### config.mk
export PLATFORM = sky130hd
export DESIGN_NAME = irq_trap_ctrl
export DESIGN_NICKNAME = d
export VERILOG_FILES = /design/src/rtl/irq_trap_ctrl.sv
export SDC_FILE = /design/constraint.sdc
export NUM_CORES = 1
export LEC_CHECK = 0
export BUFFER_PORTS_ARGS = -buffer_cell sky130_fd_sc_hd__buf_4
export CAP_MARGIN = 10
export CORE_AREA = 3 3 52 73
export DETAILED_ROUTE_END_ITERATION = 10
export DIE_AREA = 0 0 55 76
export PLACE_DENSITY = 0.78
export RECOVER_POWER = 25
export SLEW_MARGIN = 20
export SYNTH_ARGS = -nofsm -noshare
export SYNTH_HDL_FRONTEND = slang
export SYNTH_SLANG_ARGS = --single-unit
### constraint.sdc
create_clock -name clk -period 2.3 [get_ports clk]
set_input_delay 0 -clock clk [delete_from_list [all_inputs] [get_ports clk]]
set_output_delay 0 -clock clk [all_outputs]
set_load 0.03 [all_outputs]
### src/rtl/irq_trap_ctrl.sv
// Machine-mode interrupt trap sequencer: picks the highest-priority pending
// interrupt, drains the pipeline, requests the trap, then holds off briefly.
module irq_trap_ctrl #(
  parameter int unsigned DRAIN_MAX = 16,
  parameter int unsigned HOLDOFF   = 2
) (
  input  logic        clk,
  input  logic        rst,
  input  logic [31:0] mip,
  input  logic [31:0] mie,
  input  logic [31:0] mstatus,
  input  logic [1:0]  priv,
  input  logic        pipe_empty,
  input  logic        irq_ack,
  output logic        stall_fetch,
  output logic        irq_req,
  output logic [31:0] irq_cause,
  output logic        drain_timeout
);

  localparam int unsigned CAUSE_W  = 32;
  localparam int unsigned CODE_W   = 5;
  localparam int unsigned CNT_MAX  = (DRAIN_MAX > HOLDOFF) ? DRAIN_MAX : HOLDOFF;
  localparam int unsigned CNT_W    = (CNT_MAX < 2) ? 1 : $clog2(CNT_MAX);
  localparam logic [31:0] SRC_MASK = 32'h0000_0AAA;
  localparam logic [1:0]  PRIV_M   = 2'd3;

  typedef enum logic [1:0] {
    S_IDLE,
    S_DRAIN,
    S_REQ,
    S_HOLD
  } state_e;

  state_e               state_q, state_d;
  logic [CNT_W-1:0]     cnt_q, cnt_d;
  logic [CAUSE_W-1:0]   cause_q, cause_d;
  logic                 stall_q, stall_d;
  logic                 req_q, req_d;
  logic                 timeout_q, timeout_d;

  logic [31:0]          irq_en;
  logic                 gie;
  logic                 pend;
  logic [CODE_W-1:0]    sel_code;
  logic [CAUSE_W-1:0]   sel_cause;
  logic                 unused_ok;

  assign unused_ok = &{1'b0, mip[31:12], mie[31:12], mstatus[31:4], mstatus[2:0]};

  assign irq_en    = mip & mie & SRC_MASK;
  assign gie       = (priv != PRIV_M) | mstatus[3];
  assign pend      = (|irq_en) & gie;
  assign sel_cause = {1'b1, 26'b0, sel_code};

  // Fixed priority: MEI, MSI, MTI, SEI, SSI, STI
  always_comb begin
    sel_code = CODE_W'(0);
    if      (irq_en[11]) sel_code = CODE_W'(11);
    else if (irq_en[3])  sel_code = CODE_W'(3);
    else if (irq_en[7])  sel_code = CODE_W'(7);
    else if (irq_en[9])  sel_code = CODE_W'(9);
    else if (irq_en[1])  sel_code = CODE_W'(1);
    else if (irq_en[5])  sel_code = CODE_W'(5);
  end

  always_ff @(posedge clk) begin
    if (rst) begin
      state_q   <= S_IDLE;
      cnt_q     <= '0;
      cause_q   <= '0;
      stall_q   <= 1'b0;
      req_q     <= 1'b0;
      timeout_q <= 1'b0;
    end else begin
      state_q   <= state_d;
      cnt_q     <= cnt_d;
      cause_q   <= cause_d;
      stall_q   <= stall_d;
      req_q     <= req_d;
      timeout_q <= timeout_d;
    end
  end

  // Next state; the single counter serves as drain timer and holdoff timer
  always_comb begin
    state_d   = state_q;
    cnt_d     = cnt_q;
    cause_d   = cause_q;
    timeout_d = 1'b0;
    unique case (state_q)
      S_IDLE: begin
        if (pend) begin
          state_d = S_DRAIN;
          cause_d = sel_cause;
          cnt_d   = '0;
        end
      end
      S_DRAIN: begin
        cnt_d = cnt_q + CNT_W'(1);
        if (!pend) begin
          state_d = S_IDLE;
        end else begin
          cause_d = sel_cause;
          if (pipe_empty) begin
            state_d = S_REQ;
          end else if (cnt_q == CNT_W'(DRAIN_MAX - 1)) begin
            timeout_d = 1'b1;
            state_d   = S_IDLE;
          end
        end
      end
      S_REQ: begin
        if (irq_ack) begin
          state_d = S_HOLD;
          cnt_d   = CNT_W'(HOLDOFF - 1);
        end
      end
      S_HOLD: begin
        if (cnt_q == '0) state_d = S_IDLE;
        else             cnt_d   = cnt_q - CNT_W'(1);
      end
      default: state_d = S_IDLE;
    endcase
  end

  // Stall tracks the state register; the request lags entry into REQ by a cycle
  always_comb begin
    stall_d = (state_d == S_DRAIN) || (state_d == S_REQ);
    req_d   = (state_q == S_REQ) && !irq_ack;
  end

  assign stall_fetch   = stall_q;
  assign irq_req       = req_q;
  assign irq_cause     = cause_q;
  assign drain_timeout = timeout_q;

endmodule

Word-level counts from Yosys, hierarchy flattened
Index checks and enable logic that the tools add are counted.
{ "word_totals": {"reg_bits": 15, "latchBits": 0, "ramBits": 0, "romBits": 0, "input_bits": 102, "output_inout_bits": 35, "memories": 0} }
{ "classes": {"add_sub_neg": 2, "mul": 0, "div_mod_pow": 0, "n_lt_le_gt_ge": 0, "n_eq_ne": 10, "shifts": 0, "muxes": 18, "bitwise_logic": 5, "n_reduce_logical": 10} }
{ "ops": {"columns": ["op", "n"], "rows": [
  ["two-way mux 4 bit", 6],
  ["case mux 4 bit (4 select lines)", 1],
  ["bitwise AND 12 bit", 1],
  ["two-way mux 2 bit", 6],
  ["!= test 2 bit (second input constant)", 4],
  ["case mux 2 bit (4 select lines)", 1],
  ["equality test 2 bit (second input constant)", 3],
  ["two-way mux 3 bit", 2],
  ["OR reduction 6 bit", 1],
  ["two-way mux 5 bit", 1],
  ["adder 4 x 1 -> 4 bit (second input constant)", 1],
  ["equality test 2 x 1 -> 1 bit (second input constant)", 2],
  ["equality test 4 bit (second input constant)", 1],
  ["logical NOT 4 bit", 1],
  ["OR reduction 4 bit", 1],
  ["subtractor 4 x 1 -> 4 bit (second input constant)", 1],
  ["AND reduction 3 bit", 1],
  ["logical NOT 2 bit", 1],
  ["inverter 1 bit", 2],
  ["AND reduction 2 bit", 1],
  ["OR reduction 2 bit", 1],
  ["bitwise AND 1 bit", 1],
  ["logical AND 1 bit", 1],
  ["logical NOT 1 bit", 1],
  ["other kinds (3)", 3]
]} }

Depth between registers and ports, before layout
Gate-level depths: netlist of run 1.
{ "depth": {"ltp_word": 7, "depth_mapped": 9} }

Worst setup path after synthesis of run 1
No wires, ideal clock.
{ "synth_timing": {"kind": "register to register", "from": "register state_q[1]", "to": "register cnt_q[3]", "t_arrival_ps": 1602, "t_required_ps": 2183, "path_slack_ps": 581, "stages_incl_launch_ff": 10, "period_less_slack_ps": 1719, "cell_sequence": "dfxtp_1 > clkbuf_1 > nand2_1 > inv_1 > ha_1 > a21o_1 > a21oi_1 > xnor2_1 > o21ai_0 > o2bb2ai_1"} }
{ "synth_via": {"elab_chain_cells": 3, "elab_cells_between_ends": 9, "cone_classes": "6 x eq/ne; 1 x mux; 2 x reduce/logical"} }
{ "synth_rtl": {"columns": ["element", "line_no", "text"], "rows": [
  ["start: declaration", "35", "state_e state_q, state_d;"],
  ["start signal: assignment", "76", "state_q <= state_d;"],
  ["equality test 2 bit or logical NOT 2 bit (tied branches)", "91", "unique case (state_q)"],
  ["!= test 2 bit (no source line)", null, null],
  ["AND reduction 3 bit (no source line)", null, null],
  ["end signal: assignment", "77", "cnt_q <= cnt_d;"],
  ["end: declaration", "36", "logic [CNT_W-1:0] cnt_q, cnt_d;"]
]} }
Parallel ways exist; a longest one is shown, timed or not.
A chain may end at the register's enable or synchronous reset.

Final worst setup path of run 1
Same ends and word-level chain as after synthesis.

==> results.py, run 1 <==
metrics = {
    "clock_network": {
        "clockBufferDepth": 2,
        "cts_hold_buf": 1,
        "h-tree-depth": 1,
        "cts_setup_buffers": 0,
        "cts-root-buf": "clkbuf_8",
        "cts_resized": 0,
        "cts_buffers": 3,
        "clk_pin_slew_worst_paths_ns": 0.06,
        "insertion_delay_ns": 0.24,
        "cts_tree": "yes",
        "cts_sinks": 14,
    },
    "logic_synthesis": {
        "syn_inst": 113,
        "synth-xor-area-share_pct": 1.835,
        "synthTopCellsByCount": "27 x buf_4, 14 x dfxtp_1, 12 x nor2_1",
        "yosysTopAreaCell": "dfxtp_1",
        "yosys.area_share.simple_pct": 16.51,
        "async_flop_share_pct": 0,
        "synth.most_common_cell": "buf_4",
        "yosys_warnings": 0,
        "synth_adder_area_share_pct": 4.718,
        "synth_area_leaders": "dfxtp_1 29%, buf_4 21%, nor2_1 4.7%, ha_1 2.6%, inv_1 2.4%",
        "synth-edff-count": 0,
        "synthMuxAreaShare_pct": 2.097,
        "synth_area_per_cell_um2": 8.448,
        "synth_top_family_by_area": "buffers and inverters",
        "seq_area_frac_synth_pct": 29.36,
        "synth_compound_area_share_pct": 19.53,
        "synth_top_area_share_pct": 29.36,
        "syn_area_um2": 954.7,
        "yosys_register_bits": 14,
        "ys.flop_type": "dfxtp_1",
        "yosysUniqueCellTypes": 40,
    },
    "detailed_routing": {
        "met2RoutedLength_um": 837,
        "wl_um": 1827,
        "met3_length_um": 206,
        "postRouteAntennaNets": 0,
        "drc": 0,
        "routed_via_density": 4.464,
        "drtPass1Iterations": 4,
        "drt_iter0_markers": 19,
        "wl_met1_um": 766,
        "route.vias.total": 799,
        "routedWlPerCell_um": 10.21,
        "topRoutingLayerUsed": "met4",
    },
    "placed_design": {
        "placed_cells": 174,
        "port_buffers": 26,
        "dp_hpwl_um": 1472,
        "place.gp.congestion": 0.7563,
    },
    "layout": {
        "final_util_pct": 35.22,
        "register_area_um2": 280.3,
        "final_nets": 246,
        "n_fill_cell": 349,
        "multi_input_area_um2": 528.0,
        "layout-drive-gt1-share_pct": 20.00,
        "fin_cells": 179,
        "antenna_cells": 0,
        "area_delta_synth_final_pct": 17.43,
    },
    "worst_setup_path": {
        "critPathSlowestCell": "dfxtp_1",
        "crit_chain": "nand2_1 > inv_1 > ha_1 > a21o_1 > a21oi_1 > xnor2_1 > o21ai_0 > o2bb2ai_1",
        "critical_path.max_fanout": 8,
        "r2r_start": "state_q[1]$_SDFF_PP0_",
        "r2r-end": "cnt_q[3]$_SDFFE_PP0P_",
        "cp-start-kind": "flip-flop",
        "reg2reg_slack_ns": 0.48,
        "worstSetupPathType": "flip-flop to flip-flop",
        "reg2reg_depth": 8,
        "worstSetupEndpointType": "flip-flop",
        "required_ns": 2.43,
        "critical_path.max_stage_delay_ns": 0.48,
        "critPathArrivalTime_ns": 1.95,
    },
    "timing": {
        "fin_skew_ns": 0.002643,
        "period_needed_ns": 1.822,
        "hold_viol_final": 0,
        "rsz0062_at_grt": "false",
        "maxSlewHeadroom_pct": 64.53,
        "setup_viol": 0,
        "setup_tns_ns": 0,
        "worstMarginPinSlew_ns": 0.5272,
        "timing.fmax_ghz": 0.5488,
        "fin_crit_sh_pct": 79.22,
        "fin_hold_ws_ns": 0.04912,
        "final-max-slew-violation-count": 0,
    },
    "min_path": {
        "min_to": "irq_cause[3]$_SDFFE_PP0P_",
        "hold_start": "rst",
        "min_path_type": "input pin to flip-flop",
        "hold_depth": 2,
    },
    "power": {
        "powerDensity_mw_per_mm2": 756.8,
        "cellLeakagePower_nw": 0.5242,
        "irDropWorstVdd_mv": 0.3149,
    },
    "global_routing": {
        "overflow": 0,
        "grt_pass1_vias": 709,
        "grt_pass1_wl_um": 2946,
        "grt.total_usage_pct": 8.838,
        "antenna_found_initial": 0,
        "grt_max_degree": 16,
    },
    "floorplan": {
        "io_pins": 137,
        "start_util_pct": 29.99,
        "core_area_mm2": 0.003183,
        "rows": 24,
        "fp.dieW_um": 55,
        "die_area_mm2": 0.004180,
        "fp.dieH_um": 76,
    },
    "outcome": {
        "status": "completed",
    },
    "run": {
        "drv_cap": 0,
    },
}
-- critical path, delay by kind of cell (launching register included) --
kind,cells,cell delay [ns]
flops,1,0.48
fa+ha+maj,1,0.23
simple gates,1,0.15
compound gates,4,0.58
buf+inv,1,0.10
xor+xnor,1,0.16
-- cells by family (layout without fill, tap and decap cells) --
logic type	count (synthesis)	in the layout
AO/OA/AOI/OAI	23	23
XOR/XNOR	2	2
adder cells (fa/ha/maj)	3	3
buffers and inverters	36	37
flip-flops	14	14
multiplexers	2	2
other	1	27
AND/OR/NAND/NOR	32	32
-- cell usage in the layout, fill, tap and decap left out, types with 2 or more instances in the layout --
master     n
nand2_1    6
clkbuf_8   4
ha_1       2
nor2_1    12
a22oi_1    2
a21oi_1    3
buf_4     21
nor4_1     2
clkbuf_1   5
a32o_1     2
mux2i_1    2
dfxtp_1   14
conb_1    27
nor2b_1    3
inv_1      6
a32oi_1    2
a211oi_1   2
nand2b_1   2
-- per-layer routing --
layer  GRT usage [%]  vias up
met5               0        -
met4           2.190        0
met3           1.370        2
met2           14.93       43
met1           11.25      358
li1                -      396
-- per-stage QoR --
stage,setup WS (ns),instance area (µm²),power (mW)
finish,0.4779,1121,0.8484
CTS,0.4739,1140,0.8678
detailed placement,0.4924,1075,0.6264
global route,0.3308,1121,0.9139
global placement,0.5496,1075,0.6206
floorplan,0.5810,1052,0.5832
-- state kept, by name (all words and copies together), names as in the netlist --
register and cells:
irq_cause 5, stall_fetch 1, drain_timeout 1, state_q 2
cnt_q 4, irq_req 1
-- layout make-up --
class | instances | area share (%)
multi-input cells | 89 | 47.10
inverters | 6 | 2.009
well taps | 39 | 4.353
flip-flops and latches | 14 | 25.00
repair buffers | 27 | 16.63
clock buffers | 4 | 4.911
-- power breakdown --
| group | switching, mW | internal, mW | leakage (nW) | total [mW] |
|---|---|---|---|---|
| combinational | 0.200 | 0.112 | 0.380 | 0.312 |
| clock | 0.0816 | 0.151 | 0.0288 | 0.233 |
| sequential | 0.0293 | 0.274 | 0.115 | 0.303 |
| total | 0.311 | 0.538 | 0.524 | 0.848 |
-- how the worst max path moves through the flow --
stage | startpoint | cells past startpoint | endpoint
3_3_place_gp | state_q[1]$_SDFF_PP0_ | 8 | cnt_q[3]$_SDFFE_PP0P_
5_1_grt | state_q[1]$_SDFF_PP0_ | 8 | cnt_q[3]$_SDFFE_PP0P_
4_1_cts | state_q[1]$_SDFF_PP0_ | 8 | cnt_q[3]$_SDFFE_PP0P_
6_report | state_q[1]$_SDFF_PP0_ | 8 | cnt_q[3]$_SDFFE_PP0P_
3_5_place_dp | state_q[1]$_SDFF_PP0_ | 8 | cnt_q[3]$_SDFFE_PP0P_
2_1_floorplan | state_q[1]$_SDFF_PP0_ | 9 | cnt_q[3]$_SDFFE_PP0P_
(Power assumes the default switching activity.)
==> run 2, diff against run 1 <==
--- a/config.mk
+++ b/config.mk
@@ -5,12 +5,13 @@
 export SDC_FILE = /design/constraint.sdc
 export NUM_CORES = 1
 export LEC_CHECK = 0
+export ABC_AREA = 1
 export BUFFER_PORTS_ARGS = -buffer_cell sky130_fd_sc_hd__buf_4
 export CAP_MARGIN = 10
-export CORE_AREA = 3 3 52 73
+export CORE_AREA = 3 3 54 76
 export DETAILED_ROUTE_END_ITERATION = 10
-export DIE_AREA = 0 0 55 76
-export PLACE_DENSITY = 0.78
+export DIE_AREA = 0 0 57 79
+export PLACE_DENSITY = 0.76
 export RECOVER_POWER = 25
 export SLEW_MARGIN = 20
 export SYNTH_ARGS = -nofsm -noshare
==> constraint.sdc (replaced) <==
create_clock -name clk -period 1.8 [get_ports clk]
set_input_delay 0 -clock clk [delete_from_list [all_inputs] [get_ports clk]]
set_output_delay 0 -clock clk [all_outputs]
set_load 0.03 [all_outputs]
==> results.py, run 2 <==
metrics = {
    "timing": {
        "rsz0062_at_grt": "false",
        "hold_viol_final": 0,
        "period_needed_ns": 1.603,
        "timing.fmax_ghz": 0.6237,
        "setup_tns_ns": 0,
        "finalWorstSetupSlack_ns": 0.1967,
        "final-max-slew-violation-count": 0,
        "fin_skew_ns": 0.001995,
        "setup_viol": 0,
        "fin_crit_sh_pct": 89.07,
        "fin_hold_ws_ns": 0.04634,
    },
    "worst_setup_path": {
        "worstSetupEndpointType": "flip-flop",
        "path_buf_inv": 1,
        "critical_path.max_fanout": 6,
        "worstSetupPathType": "flip-flop to flip-flop",
        "critPathArrivalTime_ns": 1.79,
        "cp-start-kind": "flip-flop",
        "crit_chain": "nand2_2 > inv_1 > ha_1 > nand3_1 > nand3b_1 > xor2_1 > o21ai_1 > nand2_1 > nor2_2",
        "required_ns": 1.99,
        "critPathSlowestCell": "dfxtp_2",
        "critical_path.max_stage_delay_ns": 0.38,
        "crit_family": "simple AND/OR/NAND/NOR gates",
    },
    "layout": {
        "n_fill_cell": 381,
        "largest_reg_flops": 5,
        "final_nets": 281,
        "antenna_cells": 0,
        "area_delta_synth_final_pct": 17.94,
        "multi_input_area_um2": 596.8,
        "final_cell_mix": "27 x conb_1, 22 x buf_4, 20 x nand2_1",
        "fin_cells": 215,
        "final_common_cell": "conb_1",
        "layout-drive-gt1-share_pct": 26.86,
        "register_area_um2": 281.5,
    },
    "power": {
        "sw_frac_of_total_pct": 37.57,
        "fin_total_pwr_mw": 1.054,
        "p_seq_share_pct": 35.6,
        "p_clk_share_pct": 28.5,
        "powerDensity_mw_per_mm2": 854.2,
        "p_sw_uw": 395.9,
        "irDropWorstVdd_mv": 0.3410,
        "combPwrFrac_pct": 35.9,
        "p_int_uw": 657.8,
        "cellLeakagePower_nw": 0.6238,
    },
    "logic_synthesis": {
        "synth_area_per_cell_um2": 7.214,
        "synth-edff-count": 0,
        "synth_top_family_by_area": "simple AND/OR/NAND/NOR gates",
        "yosys_register_bits": 14,
        "yosys.area_share.simple_pct": 26.56,
        "synth.most_common_cell": "buf_4",
        "synth_compound_area_share_pct": 14.00,
        "yosysTopAreaCell": "dfxtp_1",
        "synth_top_area_share_pct": 26.79,
        "async_flop_share_pct": 0,
        "yosysUniqueCellTypes": 27,
        "synth_area_leaders": "dfxtp_1 27%, buf_4 20%, nand2_1 7.2%, nor2_1 5.7%, inv_1 4.3%",
        "synth_adder_area_share_pct": 4.306,
        "yosys_warnings": 0,
        "synthTopCellsByCount": "28 x buf_4, 20 x nand2_1, 16 x nor2_1",
        "synth-xor-area-share_pct": 2.512,
        "syn_area_mm2": 0.001046,
        "ys.flop_type": "dfxtp_1",
        "synthMuxAreaShare_pct": 0,
        "syn_inst": 145,
        "seq_area_frac_synth_pct": 26.79,
    },
    "clock_network": {
        "clk_pin_slew_worst_paths_ns": 0.06,
        "clockBufferDepth": 2,
        "cts_sinks": 14,
        "cts_tree": "yes",
        "cts_buffers": 3,
        "insertion_delay_ns": 0.24,
        "cts_setup_buffers": 0,
        "h-tree-depth": 1,
        "cts-root-buf": "clkbuf_8",
    },
    "global_routing": {
        "antenna_found_initial": 0,
        "grt_max_degree": 9,
        "grt_pass1_vias": 856,
        "grt.total_usage_pct": 9.451,
        "grt_pass1_wl_um": 3450,
        "overflow": 0,
    },
    "placed_design": {
        "dp_hpwl_um": 1694,
        "port_buffers": 26,
        "pre_cts_ws_ns": 0.1271,
        "placed_cells": 210,
        "place.gp.congestion": 0.8693,
    },
    "floorplan": {
        "rows": 25,
        "io_pins": 137,
        "start_util_pct": 30.40,
        "fp.dieW_um": 57,
        "die_area_mm2": 0.004503,
        "core_area_mm2": 0.003441,
        "fp.dieH_um": 79,
    },
    "detailed_routing": {
        "route.vias.total": 897,
        "routedWlPerCell_um": 9.460,
        "routed_via_density": 4.172,
        "postRouteAntennaNets": 0,
        "drtPass1Iterations": 4,
        "drt_iter0_markers": 22,
        "drc": 0,
        "wl_um": 2034,
    },
    "outcome": {
        "status": "completed",
    },
    "min_path": {
        "min_path_type": "input pin to flip-flop",
    },
    "run": {
        "drv_cap": 0,
    },
}
## run 2: final timing paths
path | startpoint | endpoint | slack [ns] | depth (start not counted)
max | state_q[0]$_SDFF_PP0_ | cnt_q[3]$_SDFFE_PP0P_ | 0.20 | 9
min | pipe_empty | drain_timeout$_SDFF_PP0_ | 0.05 | 4
max reg2reg | state_q[0]$_SDFF_PP0_ | cnt_q[3]$_SDFFE_PP0P_ | 0.20 | 9
min reg2reg | irq_cause[31]$_SDFFE_PP0P_ | irq_cause[31]$_SDFFE_PP0P_ | 0.47 | 1
## run 2: power by group through the flow
stage / Sequential [mW] / Clock, mW / Combinational [mW]
2_1_floorplan: 0.413 / 0 / 0.300
3_3_place_gp: 0.381 / 0 / 0.382
3_5_place_dp: 0.381 / 0 / 0.385
4_1_cts: 0.376 / 0.312 / 0.389
5_1_grt: 0.379 / 0.320 / 0.421
6_report: 0.375 / 0.300 / 0.378
## run 2: cell type report
type	count	share of cell area, %
inverter	15	4.564
multi-input combinational	114	48.38
timing repair buffer	28	15.72
clock buffer	4	4.462
tap	40	4.057
sequential	14	22.82
## run 2: timing repair
action                     CTS  global route
hold endpoints to repair     4             0
gates resized for setup      0             1
hold buffers                 1             0
setup endpoints to repair    0             1
## run 2: worst min-delay path: stages
cell and delay [ns]:
buf_4 0.09, inv_1 0.04, nand3_1 0.07, nor3_1 0.05
## run 2: through the flow
step / util [%] / area (µm²)
after global routing: 35.85 / 1234
final: 35.85 / 1234
after CTS: 36.36 / 1251
after global placement: 34.47 / 1186
after detailed placement: 34.47 / 1186
after floorplan: - / 1144
## run 2: logic make-up (layout without fill, tap and decap cells)
group / Yosys count / after routing
and+or+nand+nor: 58 / 58
DFF: 14 / 14
xor gates and xnor gates: 3 / 3
other: 1 / 27
adders and majority gates: 3 / 3
buffers and inverters: 43 / 47
AOI/OAI and AO/OA: 23 / 23
## run 2: layer usage
layer	vias up	global-route usage [%]	part of all wire, %
met5	-	0	0
met1	390	10.62	41
li1	464	-	-
met2	41	16.59	49
met4	0	4.872	0.59
met3	2	1.789	9.5
